**src/rtl/pipeline_pkg.sv**
```systemverilog
// +----------------------------------------------------------------------+
// | Module   : pipeline_pkg                                              |
// | Purpose  : Shared types for the ID/EX stage: ALU opcodes, forward    |
// |            select codes, the held-instruction record and helpers.    |
// | Revision : 1.0  initial release                                      |
// +----------------------------------------------------------------------+
`default_nettype none

package pipeline_pkg;

  localparam int IDEX_DW = 32;
  localparam int IDEX_AW = 5;

  // Register x0 is hard-wired to zero and never produces a dependency.
  localparam logic [IDEX_AW-1:0] REG_ZERO = '0;

  typedef enum logic [3:0] {
    ALU_ADD  = 4'b0000,
    ALU_SUB  = 4'b0001,
    ALU_AND  = 4'b0010,
    ALU_OR   = 4'b0011,
    ALU_XOR  = 4'b0100,
    ALU_SLT  = 4'b0101,
    ALU_SLTU = 4'b0110,
    ALU_SRL  = 4'b0111,
    ALU_SRA  = 4'b1000,
    ALU_LUI  = 4'b1001,
    ALU_SLL  = 4'b1010
  } alu_op_e;

  typedef enum logic [1:0] {
    FWD_HELD = 2'd0,
    FWD_MEM  = 2'd1,
    FWD_WB   = 2'd2
  } fwd_sel_e;

  typedef struct packed {
    alu_op_e                ctrl;
    logic [IDEX_AW-1:0]     rs1;
    logic [IDEX_AW-1:0]     rs2;
    logic [IDEX_AW-1:0]     rd;
    logic                   reg_write;
    logic [IDEX_DW-1:0]     rd1;
    logic [IDEX_DW-1:0]     rd2;
    logic [IDEX_DW-1:0]     imm;
    logic [IDEX_DW-1:0]     pc;
    logic                   src_a_pc;
    logic                   src_b_imm;
  } idex_t;

  // True when a writing producer targets a non-zero source register.
  function automatic logic rs_match(input logic [IDEX_AW-1:0] rs,
                                    input logic               we,
                                    input logic [IDEX_AW-1:0] rd);
    return we && (rd == rs) && (rs != REG_ZERO);
  endfunction

endpackage

`default_nettype wire

```
**src/rtl/id_ex_stage_if.sv**
```systemverilog
// +----------------------------------------------------------------------+
// | Module   : id_ex_stage_if                                            |
// | Purpose  : Decode-to-ID/EX bus: valid/ready handshake plus the       |
// |            decoded instruction fields and regfile read data.         |
// | Revision : 1.0  initial release                                      |
// +----------------------------------------------------------------------+
`default_nettype none

interface id_ex_stage_if #(
  parameter int DATA_WIDTH = 32,
  parameter int REG_ADDR_W = 5
);
  logic                  in_valid;
  logic                  in_ready;
  logic [3:0]            in_alu_ctrl;
  logic [REG_ADDR_W-1:0] in_rs1;
  logic [REG_ADDR_W-1:0] in_rs2;
  logic [REG_ADDR_W-1:0] in_rd;
  logic                  in_reg_write;
  logic [DATA_WIDTH-1:0] in_rd1;
  logic [DATA_WIDTH-1:0] in_rd2;
  logic [DATA_WIDTH-1:0] in_imm;
  logic [DATA_WIDTH-1:0] in_pc;
  logic                  in_src_a_pc;
  logic                  in_src_b_imm;

  // Decode side drives the instruction, the stage answers with ready.
  modport master (
    output in_valid, in_alu_ctrl, in_rs1, in_rs2, in_rd, in_reg_write,
           in_rd1, in_rd2, in_imm, in_pc, in_src_a_pc, in_src_b_imm,
    input  in_ready
  );

  modport slave (
    input  in_valid, in_alu_ctrl, in_rs1, in_rs2, in_rd, in_reg_write,
           in_rd1, in_rd2, in_imm, in_pc, in_src_a_pc, in_src_b_imm,
    output in_ready
  );
endinterface

`default_nettype wire

```
**src/rtl/forward_unit.sv**
```systemverilog
// +----------------------------------------------------------------------+
// | Module   : forward_unit                                              |
// | Purpose  : Compares two source registers against EX/MEM/WB producers |
// |            and reports a forward select per operand plus a RAW flag. |
// | Revision : 1.0  initial release                                      |
// +----------------------------------------------------------------------+
`default_nettype none

module forward_unit
  import pipeline_pkg::*;
(
  input  wire logic [IDEX_AW-1:0] rs1,
  input  wire logic [IDEX_AW-1:0] rs2,
  input  wire logic               use_rs1,
  input  wire logic               use_rs2,
  input  wire logic               ex_valid,
  input  wire logic               ex_reg_write,
  input  wire logic [IDEX_AW-1:0] ex_rd,
  input  wire logic               mem_reg_write,
  input  wire logic [IDEX_AW-1:0] mem_rd,
  input  wire logic               wb_reg_write,
  input  wire logic [IDEX_AW-1:0] wb_rd,
  output fwd_sel_e                fwd_a,
  output fwd_sel_e                fwd_b,
  output logic                    hazard
);

  logic hz_a;
  logic hz_b;

  // Forward select per operand; the younger MEM producer beats WB.
  always_comb begin
    fwd_a = FWD_HELD;
    fwd_b = FWD_HELD;
    if (use_rs1 && rs_match(rs1, mem_reg_write, mem_rd))     fwd_a = FWD_MEM;
    else if (use_rs1 && rs_match(rs1, wb_reg_write, wb_rd))  fwd_a = FWD_WB;
    if (use_rs2 && rs_match(rs2, mem_reg_write, mem_rd))     fwd_b = FWD_MEM;
    else if (use_rs2 && rs_match(rs2, wb_reg_write, wb_rd))  fwd_b = FWD_WB;
  end

  assign hz_a = use_rs1 && (rs_match(rs1, ex_valid && ex_reg_write, ex_rd) ||
                            rs_match(rs1, mem_reg_write, mem_rd) ||
                            rs_match(rs1, wb_reg_write, wb_rd));
  assign hz_b = use_rs2 && (rs_match(rs2, ex_valid && ex_reg_write, ex_rd) ||
                            rs_match(rs2, mem_reg_write, mem_rd) ||
                            rs_match(rs2, wb_reg_write, wb_rd));
  assign hazard = hz_a || hz_b;

endmodule

`default_nettype wire

```
**src/rtl/id_ex_stage.sv**
```systemverilog
// +----------------------------------------------------------------------+
// | Module   : id_ex_stage                                               |
// | Purpose  : ID/EX pipeline register feeding the ALU. Holds one        |
// |            decoded instruction, muxes PC/imm operands, resolves EX   |
// |            data hazards and handles valid/ready stall and flush.     |
// | Config   : IDEX_FORWARD_EN - forward MEM/WB results to operands;     |
// |            when undefined, RAW hazards stall decode instead.         |
// | Revision : 1.0  initial release                                      |
// +----------------------------------------------------------------------+
`default_nettype none

module id_ex_stage
  import pipeline_pkg::*;
#(
  parameter int DATA_WIDTH = IDEX_DW,
  parameter int REG_ADDR_W = IDEX_AW
) (
  input  wire logic                  clk,
  input  wire logic                  rst_n,
  id_ex_stage_if.slave               dec,
  input  wire logic                  flush,
  input  wire logic                  ex_ready,
  input  wire logic                  mem_reg_write,
  input  wire logic [REG_ADDR_W-1:0] mem_rd,
  input  wire logic [DATA_WIDTH-1:0] mem_result,
  input  wire logic                  wb_reg_write,
  input  wire logic [REG_ADDR_W-1:0] wb_rd,
  input  wire logic [DATA_WIDTH-1:0] wb_result,
  output logic                       ex_valid,
  output logic [3:0]                 ALUControl,
  output logic [DATA_WIDTH-1:0]      SrcA,
  output logic [DATA_WIDTH-1:0]      SrcB,
  output logic [REG_ADDR_W-1:0]      ex_rd,
  output logic                       ex_reg_write,
  output logic                       haz_stall
);

  idex_t                 held;
  idex_t                 incoming;
  logic                  load;
  logic [DATA_WIDTH-1:0] opa_reg;
  logic [DATA_WIDTH-1:0] opb_reg;

  assign incoming = '{ctrl:      alu_op_e'(dec.in_alu_ctrl),
                      rs1:       dec.in_rs1,
                      rs2:       dec.in_rs2,
                      rd:        dec.in_rd,
                      reg_write: dec.in_reg_write,
                      rd1:       dec.in_rd1,
                      rd2:       dec.in_rd2,
                      imm:       dec.in_imm,
                      pc:        dec.in_pc,
                      src_a_pc:  dec.in_src_a_pc,
                      src_b_imm: dec.in_src_b_imm};

  assign dec.in_ready = (!ex_valid || ex_ready) && !haz_stall;
  assign load         = dec.in_valid && dec.in_ready;

`ifdef IDEX_FORWARD_EN
  fwd_sel_e fwd_a;
  fwd_sel_e fwd_b;
  logic     unused_hazard;

  // The held instruction is the consumer; EX has no older producer here.
  forward_unit u_forward_unit (
    .rs1           (held.rs1),
    .rs2           (held.rs2),
    .use_rs1       (!held.src_a_pc),
    .use_rs2       (!held.src_b_imm),
    .ex_valid      (1'b0),
    .ex_reg_write  (1'b0),
    .ex_rd         (REG_ZERO),
    .mem_reg_write (mem_reg_write),
    .mem_rd        (mem_rd),
    .wb_reg_write  (wb_reg_write),
    .wb_rd         (wb_rd),
    .fwd_a         (fwd_a),
    .fwd_b         (fwd_b),
    .hazard        (unused_hazard)
  );

  // Pick the freshest value for each register-sourced operand.
  always_comb begin
    opa_reg = held.rd1;
    opb_reg = held.rd2;
    case (fwd_a)
      FWD_MEM: opa_reg = mem_result;
      FWD_WB:  opa_reg = wb_result;
      default: opa_reg = held.rd1;
    endcase
    case (fwd_b)
      FWD_MEM: opb_reg = mem_result;
      FWD_WB:  opb_reg = wb_result;
      default: opb_reg = held.rd2;
    endcase
  end

  assign haz_stall = 1'b0;
`else
  fwd_sel_e unused_fwd_a;
  fwd_sel_e unused_fwd_b;
  logic     hazard;
  logic     unused_bits;

  // The incoming instruction is the consumer; any in-flight writer stalls it.
  forward_unit u_forward_unit (
    .rs1           (dec.in_rs1),
    .rs2           (dec.in_rs2),
    .use_rs1       (!dec.in_src_a_pc),
    .use_rs2       (!dec.in_src_b_imm),
    .ex_valid      (ex_valid),
    .ex_reg_write  (held.reg_write),
    .ex_rd         (held.rd),
    .mem_reg_write (mem_reg_write),
    .mem_rd        (mem_rd),
    .wb_reg_write  (wb_reg_write),
    .wb_rd         (wb_rd),
    .fwd_a         (unused_fwd_a),
    .fwd_b         (unused_fwd_b),
    .hazard        (hazard)
  );

  assign opa_reg     = held.rd1;
  assign opb_reg     = held.rd2;
  assign haz_stall   = dec.in_valid && hazard;
  assign unused_bits = ^{mem_result, wb_result, held.rs1, held.rs2};
`endif

  // Valid bit and held instruction; flush kills, stalled entries keep forwarded data.
  always_ff @(posedge clk or negedge rst_n) begin
    if (!rst_n) begin
      ex_valid <= 1'b0;
      held     <= '0;
    end else begin
      if (flush)          ex_valid <= 1'b0;
      else if (load)      ex_valid <= 1'b1;
      else if (ex_ready)  ex_valid <= 1'b0;

      if (load && !flush) begin
        held <= incoming;
      end else if (ex_valid && !ex_ready) begin
        // Capture forwarded values so they survive the producer retiring.
        held.rd1 <= opa_reg;
        held.rd2 <= opb_reg;
      end
    end
  end

  assign ALUControl   = held.ctrl;
  assign SrcA         = held.src_a_pc  ? held.pc  : opa_reg;
  assign SrcB         = held.src_b_imm ? held.imm : opb_reg;
  assign ex_rd        = held.rd;
  assign ex_reg_write = held.reg_write;

endmodule

`default_nettype wire

```
**src/flat_wrapper.sv**
```systemverilog
// flat-port wrapper written by rule: the top's interface ports become plain ports
module id_ex_stage_flat import pipeline_pkg::*;
#(
  parameter int DATA_WIDTH = IDEX_DW,
  parameter int REG_ADDR_W = IDEX_AW
)
  (clk, rst_n, flush, ex_ready, mem_reg_write, mem_rd, mem_result, wb_reg_write, wb_rd, wb_result, ex_valid, ALUControl, SrcA, SrcB, ex_rd, ex_reg_write, haz_stall, dec_in_valid, dec_in_alu_ctrl, dec_in_rs1, dec_in_rs2, dec_in_rd, dec_in_reg_write, dec_in_rd1, dec_in_rd2, dec_in_imm, dec_in_pc, dec_in_src_a_pc, dec_in_src_b_imm, dec_in_ready);
  id_ex_stage_if #(.DATA_WIDTH(DATA_WIDTH), .REG_ADDR_W(REG_ADDR_W)) dec_i ();
  input  wire logic clk;
  input  wire logic rst_n;
  input  wire logic flush;
  input  wire logic ex_ready;
  input  wire logic mem_reg_write;
  input  wire logic [REG_ADDR_W-1:0] mem_rd;
  input  wire logic [DATA_WIDTH-1:0] mem_result;
  input  wire logic wb_reg_write;
  input  wire logic [REG_ADDR_W-1:0] wb_rd;
  input  wire logic [DATA_WIDTH-1:0] wb_result;
  output logic ex_valid;
  output logic [3:0] ALUControl;
  output logic [DATA_WIDTH-1:0] SrcA;
  output logic [DATA_WIDTH-1:0] SrcB;
  output logic [REG_ADDR_W-1:0] ex_rd;
  output logic ex_reg_write;
  output logic haz_stall;
  input wire logic [$bits(dec_i.in_valid)-1:0] dec_in_valid;
  input wire logic [$bits(dec_i.in_alu_ctrl)-1:0] dec_in_alu_ctrl;
  input wire logic [$bits(dec_i.in_rs1)-1:0] dec_in_rs1;
  input wire logic [$bits(dec_i.in_rs2)-1:0] dec_in_rs2;
  input wire logic [$bits(dec_i.in_rd)-1:0] dec_in_rd;
  input wire logic [$bits(dec_i.in_reg_write)-1:0] dec_in_reg_write;
  input wire logic [$bits(dec_i.in_rd1)-1:0] dec_in_rd1;
  input wire logic [$bits(dec_i.in_rd2)-1:0] dec_in_rd2;
  input wire logic [$bits(dec_i.in_imm)-1:0] dec_in_imm;
  input wire logic [$bits(dec_i.in_pc)-1:0] dec_in_pc;
  input wire logic [$bits(dec_i.in_src_a_pc)-1:0] dec_in_src_a_pc;
  input wire logic [$bits(dec_i.in_src_b_imm)-1:0] dec_in_src_b_imm;
  output wire logic [$bits(dec_i.in_ready)-1:0] dec_in_ready;
  assign dec_i.in_valid = dec_in_valid;
  assign dec_i.in_alu_ctrl = dec_in_alu_ctrl;
  assign dec_i.in_rs1 = dec_in_rs1;
  assign dec_i.in_rs2 = dec_in_rs2;
  assign dec_i.in_rd = dec_in_rd;
  assign dec_i.in_reg_write = dec_in_reg_write;
  assign dec_i.in_rd1 = dec_in_rd1;
  assign dec_i.in_rd2 = dec_in_rd2;
  assign dec_i.in_imm = dec_in_imm;
  assign dec_i.in_pc = dec_in_pc;
  assign dec_i.in_src_a_pc = dec_in_src_a_pc;
  assign dec_i.in_src_b_imm = dec_in_src_b_imm;
  assign dec_in_ready = dec_i.in_ready;
  id_ex_stage #(.DATA_WIDTH(DATA_WIDTH), .REG_ADDR_W(REG_ADDR_W)) u_core (.clk(clk), .rst_n(rst_n), .dec(dec_i), .flush(flush), .ex_ready(ex_ready), .mem_reg_write(mem_reg_write), .mem_rd(mem_rd), .mem_result(mem_result), .wb_reg_write(wb_reg_write), .wb_rd(wb_rd), .wb_result(wb_result), .ex_valid(ex_valid), .ALUControl(ALUControl), .SrcA(SrcA), .SrcB(SrcB), .ex_rd(ex_rd), .ex_reg_write(ex_reg_write), .haz_stall(haz_stall));
endmodule
```
**config.mk**
```make
export PLATFORM = sky130hd
export DESIGN_NAME = id_ex_stage_flat
export DESIGN_NICKNAME = d
export VERILOG_FILES = /design/src/rtl/pipeline_pkg.sv /design/src/rtl/id_ex_stage_if.sv /design/src/rtl/forward_unit.sv /design/src/rtl/id_ex_stage.sv /design/src/flat_wrapper.sv
export SDC_FILE = /design/constraint.sdc
export NUM_CORES = 1
export LEC_CHECK = 0
export BUFFER_PORTS_ARGS = -buffer_cell sky130_fd_sc_hd__buf_2
export CORE_AREA = 2 2 123 125
export CTS_BUF_LIST = sky130_fd_sc_hd__clkbuf_16
export CTS_CLUSTER_DIAMETER = 150
export DETAILED_ROUTE_END_ITERATION = 8
export DIE_AREA = 0 0 125 127
export GPL_TIMING_DRIVEN = 0
export HOLD_SLACK_MARGIN = 0.06
export PLACE_DENSITY_LB_ADDON = 0.2
export SYNTH_ARGS = -nofsm -noshare
export SYNTH_HDL_FRONTEND = slang
export SYNTH_SLANG_ARGS = --single-unit
```
**constraint.sdc**
```tcl
create_clock -name clk -period 2.4 [get_ports clk]
set_input_delay 0.36 -clock clk [delete_from_list [all_inputs] [get_ports clk]]
set_output_delay 0.36 -clock clk [all_outputs]
set_load 0.005 [all_outputs]
```
==> flow_summary.yaml, run 1 <==
setup_path:
  r2r_slack_ns: 0.03
  path_class: "flop to flop"
  end_kind: "flop"
  worst_ep_required_time_ns: 2.70
  cp.arrival_ns: 2.66
  start_kind: "flop"
  critPathMaxFanout: 10
synth:
  yosys_warnings: 0
  ys.flop_type: "dfrtp_1"
  yosys.area.top_type_share: 0.512
  synth_edf_count: 0
  synth_commonest_cells: "141 x dfrtp_1, 104 x mux2_2, 100 x mux2_4"
  synth_area_leaders: "dfrtp_1 51%, mux2_4 22%, mux2_2 17%, xor2_1 3.1%, buf_6 1.8%"
  syn-num-nets: 665
  syn_inst: 434
  avgSynthCellArea_um2: 15.9
  synth.distinct_cells: 21
  synth-async-reset-ratio: 1.00
  synth_seq_cells: 141
  yosysTopAreaCell: "dfrtp_1"
  ys_seq_area_frac: 0.512
  yosysMostFrequentCell: "dfrtp_1"
  netlist_area_um2: 6890
route:
  drtIter0Drc: 126
  ant_nets: 0
  dr.pass1.iters: 4
  viasPerCell: 4.96
  routed_wirelength_um: 16100
  vias: 4459
  wl_per_cell_um: 17.9
  drc: 0
global_routing:
  grt_pass1_vias: 5000
  grt_pass1_wl_um: 26000
  antenna_found_initial: 0
  overflow: 0
  grt_max_degree: 86
  grt_usage: 0.207
cells_and_area:
  num-fill-cells: 1114
  fin_util: 0.628
  layout-drive-gt1-share: 0.722
  synthToLayoutAreaGrowth_pct: 31.4
  seq_area_um2: 3530
  fin_cells: 899
  largest_reg_flops: 66
  num-nets-final: 933
  diodes: 0
  multi_input_area_um2: 3130
sta:
  slew_headroom: 0.639
  post-route-worst-setup-slack_ns: 0.0336
  finClkSkew_ns: 0.00673
  fin_crit_sh: 0.986
  finalMaxSlewViolations: 0
  grt_setup_unrepaired: "yes"
  hold_viol: 0
  layout_min_cycle_time_ns: 2.37
  worstMarginPinSlew_ns: 0.542
  tns_ns: 0
  max_freq_mhz: 423
  setup_viol: 0
run:
  maxCapViolations: 0
floorplanning:
  core_um2: 14400
  dieArea_um2: 15900
  start_util: 0.478
  fp.dieW_um: 125
  die_y_um: 127
  io_pins: 308
  rows: 44
place:
  dp_slack_ns: -0.0845
  dp.final_hpwl_um: 11800
  numPlacedInstances: 862
  port_buffers: 243
  gp_congestion: 0.875
cts:
  path_clk_slew_ns: 0.06
  clock_sink_count: 141
  clockBufferDepth: 2
  cts_root_buffer: "clkbuf_16"
  cts_buffers: 17
  clk_latency_ns: 0.41
  h-tree-depth: 4
  cts_tree: "built"
power:
  power_switching_uw: 1980
  power_frac_clock: 0.327
  pwr-share-comb: 0.263
  leakagePower_uw: 0.00440
  vdd_drop_max_mv: 0.497
  p_sw_frac: 0.264
  power.density_nw_per_um2: 825
  seq_power_share: 0.410
  internal-power_uw: 5490
  finalPower_uw: 7470
outcome:
  status: "finished clean"
worst_hold_path:
  hp-class: "primary input to flop"
==> cell usage in the layout (no fill, tap or decap), types with 3 or more instances in the layout <==
cell type   netlist  final
buf_4             9     13
mux2_4          100    100
clkinvlp_4        0      4
buf_12            0      8
clkbuf_2          0      6
nand3_1           4      4
inv_6             0      3
inv_1             1      3
xor2_1           24     24
xnor2_1           6      6
buf_2             4    246
clkbuf_16         0     17
nor4_1            6      6
dfrtp_1         141    141
nor2_1            4      4
mux2_2          104    104
==> path summary, 6_finish.rpt <==
kind                                          startpoint                              to  depth (start not counted)
max                          u_core.ex_rd[1]$_DFFE_PN0P_  u_core.opa_reg[22]$_DFFE_PN0P_                         10
min                                        dec_in_pc[23]     u_core.held[25]$_DFFE_PN0P_                          2
max reg2reg                  u_core.ex_rd[1]$_DFFE_PN0P_  u_core.opa_reg[22]$_DFFE_PN0P_                         10
min reg2reg                u_core.opb_reg[4]$_DFFE_PN0P_   u_core.opb_reg[4]$_DFFE_PN0P_                          1
max in group asynchronous                          rst_n     u_core.ex_rd[1]$_DFFE_PN0P_                          3
min in group asynchronous                          rst_n  u_core.opb_reg[18]$_DFFE_PN0P_                          2
==> final cells by class <==
type                            instances  share of cell area
Sequential cell                       141               0.390
Multi-Input combinational cell        260               0.345
Timing Repair Buffer                  249               0.142
Clock buffer                           17              0.0470
Buffer                                 32              0.0361
Tap cell                              184              0.0254
Clock inverter                         15              0.0138
Inverter                                1            0.000414
==> kinds of logic (layout without fill, tap and decap cells) <==
family | after synthesis | after routing | synth area share
flops | 141 | 141 | 0.512
mux | 204 | 204 | 0.388
simple gates | 22 | 22 | 0.0196
compound gates | 4 | 4 | 0.00690
xor+xnor | 30 | 30 | 0.0381
buf+inv | 33 | 314 | 0.0356
==> critical path, cell delays in order (launching register included) <==
cell     delay (ns)
dfrtp_1        0.41
xor2_1         0.15
nor4_1         0.29
nand4_1        0.12
and3_4         0.19
o22ai_4        0.22
nor4_4         0.07
buf_4          0.17
buf_12         0.16
buf_6          0.17
mux2_4         0.31
==> through the flow <==
stage | hold slack, ns | instance area, um^2
3_3_place_gp | 0.484 | 8340
6_report | 0.174 | 9060
2_1_floorplan | 0.0644 | 6890
5_1_grt | 0.156 | 9060
4_1_cts | 0.155 | 8970
3_5_place_dp | 0.369 | 8370
==> power by group through the flow <==
| stage | Sequential, uW | Clock (uW) | Combinational (uW) |
|---|---|---|---|
| after floorplan | 3010 | 0 | 1250 |
| after global placement | 3070 | 0 | 1890 |
| after detailed placement | 3100 | 0 | 1940 |
| after CTS | 3060 | 2500 | 1980 |
| after global routing | 3120 | 2610 | 2130 |
| final | 3070 | 2440 | 1960 |
==> timing repair <==
item	4_1_cts	5_1_grt
pin swaps	2	6
endpoints found under the hold margin	56	0
hold buffers	1	0
buffers inserted	3	1
resized for setup	7	19
cloned	0	0
endpoints found under the setup margin	66	142
==> routing by layer <==
layer	vias up	part of all wire	track usage
li1	2073	-	-
met1	2183	0.42	0.258
met2	172	0.49	0.340
met3	31	0.073	0.0649
met4	0	0.021	0.0765
met5	-	0	0
Note: power is estimated with default switching activity, not from simulation.
==> run 2, diff against run 1 <==
CORE_AREA = 2 2 130 132   (was 2 2 123 125)
DIE_AREA = 0 0 132 134   (was 0 0 125 127)
clock period = 1.9 ns   (was 2.4 ns; I/O delays follow)
==> run 2 against run 1 <==
  * The flow now finishes with violations (negative setup slack)
  * Worst setup slack lost 0.54 ns
  * Final cell count grew 4.6%
  * Cell area grew 2.5%
  * Maximum frequency shrank 1.5%
  * Sequential cell count is the same
  * Sequential share of layout area shrank 0.94 points
  * Clock power grew 32%
  * Critical path type unchanged
  * Largest cell class unchanged
==> flow_summary.yaml, run 2 (same netlist as run 1, synthesis figures left out) <==
setup_path:
  path_class: "flop to flop"
  end_kind: "flop"
  critPathMaxFanout: 10
  worst_ep_required_time_ns: 2.19
  cp.arrival_ns: 2.69
  start_kind: "flop"
sta:
  finClkSkew_ns: 0.00751
  post-route-worst-setup-slack_ns: -0.503
  slew_headroom: 0.566
  layout_min_cycle_time_ns: 2.40
  whs_ns: 0.100
  finalMaxSlewViolations: 0
  hold_viol: 0
  grt_setup_unrepaired: "yes"
  max_freq_mhz: 416
  setup_viol: 162
  tns_ns: -63.52
  worstMarginPinSlew_ns: 0.651
  fin_crit_sh: 1.26
global_routing:
  grt_pass1_wl_um: 27100
  grt_max_degree: 74
  antenna_found_initial: 0
  grt_pass1_vias: 5195
  grt_usage: 0.193
  overflow: 0
cells_and_area:
  synthToLayoutAreaGrowth_pct: 34.8
  layout_commonest_cell: "buf_2"
  diodes: 0
  fin_area_um2: 9290
  layout_common_cells: "243 x buf_2, 139 x dfrtp_1, 103 x mux2_4"
  num-nets-final: 938
  layout-drive-gt1-share: 0.726
  fin_cells: 940
  largest_reg_flops: 66
route:
  ant_nets: 0
  dr.pass1.iters: 4
  wl_per_cell_um: 17.6
  drtIter0Drc: 100
  drc: 0
  viasPerCell: 4.83
  routed_wirelength_um: 16600
  vias: 4543
place:
  gp_congestion: 0.805
  port_buffers: 243
  numPlacedInstances: 898
  dp_slack_ns: -0.592
  dp.final_hpwl_um: 12000
  placed_area_um2: 8420
cts:
  clock_sink_count: 141
  clockBufferDepth: 2
  cts_root_buffer: "clkbuf_16"
  cts_tree: "built"
  path_clk_slew_ns: 0.06
  cts_buffers: 17
  h-tree-depth: 4
  clk_latency_ns: 0.41
floorplanning:
  io_pins: 308
  die_y_um: 134
  dieArea_um2: 17700
  core_um2: 16300
  rows: 47
  start_util: 0.423
  fp.dieW_um: 132
outcome:
  failed_checks: "negative setup slack"
  status: "finished, violations left"
worst_hold_path:
  hp-class: "primary input to flop"
power:
  vdd_drop_max_mv: 0.600
  power.density_nw_per_um2: 1040
  leakagePower_uw: 0.00449
run:
  maxCapViolations: 0
## run 2: metal layers
layer,wire length (um),part of all wire,GRT usage,vias to the layer above
li1,-,-,-,2088
met1,7010,0.42,0.239,2258
met2,8100,0.49,0.321,168
met3,1030,0.062,0.0525,29
met4,427,0.026,0.0785,0
met5,0,0,0,-
## run 2: timing repair
| action | in CTS | in global routing |
|---|---|---|
| pin swaps | 6 | 5 |
| setup buffers | 6 | 5 |
| gates resized for setup | 41 | 18 |
| endpoints found under the setup margin | 200 | 190 |
| hold buffers | 1 | 0 |
| endpoints found under the hold margin | 68 | 0 |
| gates cloned | 0 | 2 |
## run 2: layout make-up
cell class	count	area [um^2]
clock inverter	15	146
buffer	28	363
timing repair buffer	258	1410
tap	220	275
sequential	141	3530
fill	1341	7000
clock buffer	17	425
inverter	1	3.75
multi-input combinational	260	3130
## run 2: worst paths after layout
kind                                              from                               end  slack, ns  depth (start not counted)
setup reg to reg           u_core.ex_rd[1]$_DFFE_PN0P_       u_core.held[52]$_DFFE_PN0P_      -0.50                         10
setup / recovery           u_core.ex_rd[1]$_DFFE_PN0P_       u_core.held[52]$_DFFE_PN0P_      -0.50                         10
min in group asynchronous                        rst_n  u_core.ALUControl[3]$_DFFE_PN0P_       0.44                          2
hold / removal                           dec_in_pc[23]       u_core.held[25]$_DFFE_PN0P_       0.10                          2
hold reg to reg            u_core.held[32]$_DFFE_PN0P_       u_core.held[32]$_DFFE_PN0P_       0.50                          1
max in group asynchronous                        rst_n    u_core.opb_reg[28]$_DFFE_PN0P_       0.67                          3
## run 2: through the flow
step	util	total power (uW)
5_1_grt	0.570	10200
3_5_place_dp	0.517	6360
3_3_place_gp	0.515	6270
6_report	0.570	9660
2_1_floorplan	-	5380
4_1_cts	0.564	9750
## run 2: power by group
group / switching [uW] / total (uW) / leakage (uW) / internal, uW
logic: 891 / 2550 / 0.00256 / 1660
clock network: 1290 / 3220 / 0.000274 / 1930
registers: 328 / 3880 / 0.00165 / 3560
total: 2510 / 9660 / 0.00449 / 7150
## run 2: worst max-delay path, stage by stage (launching register included)
cell and delay [ns]:
dfrtp_1 0.42, xor2_1 0.16, nor4_1 0.30, nand4_1 0.14, and3_4 0.18, o22ai_4 0.23
nor4_4 0.08, buf_6 0.15, buf_12 0.16, buf_8 0.16, mux2_4 0.30
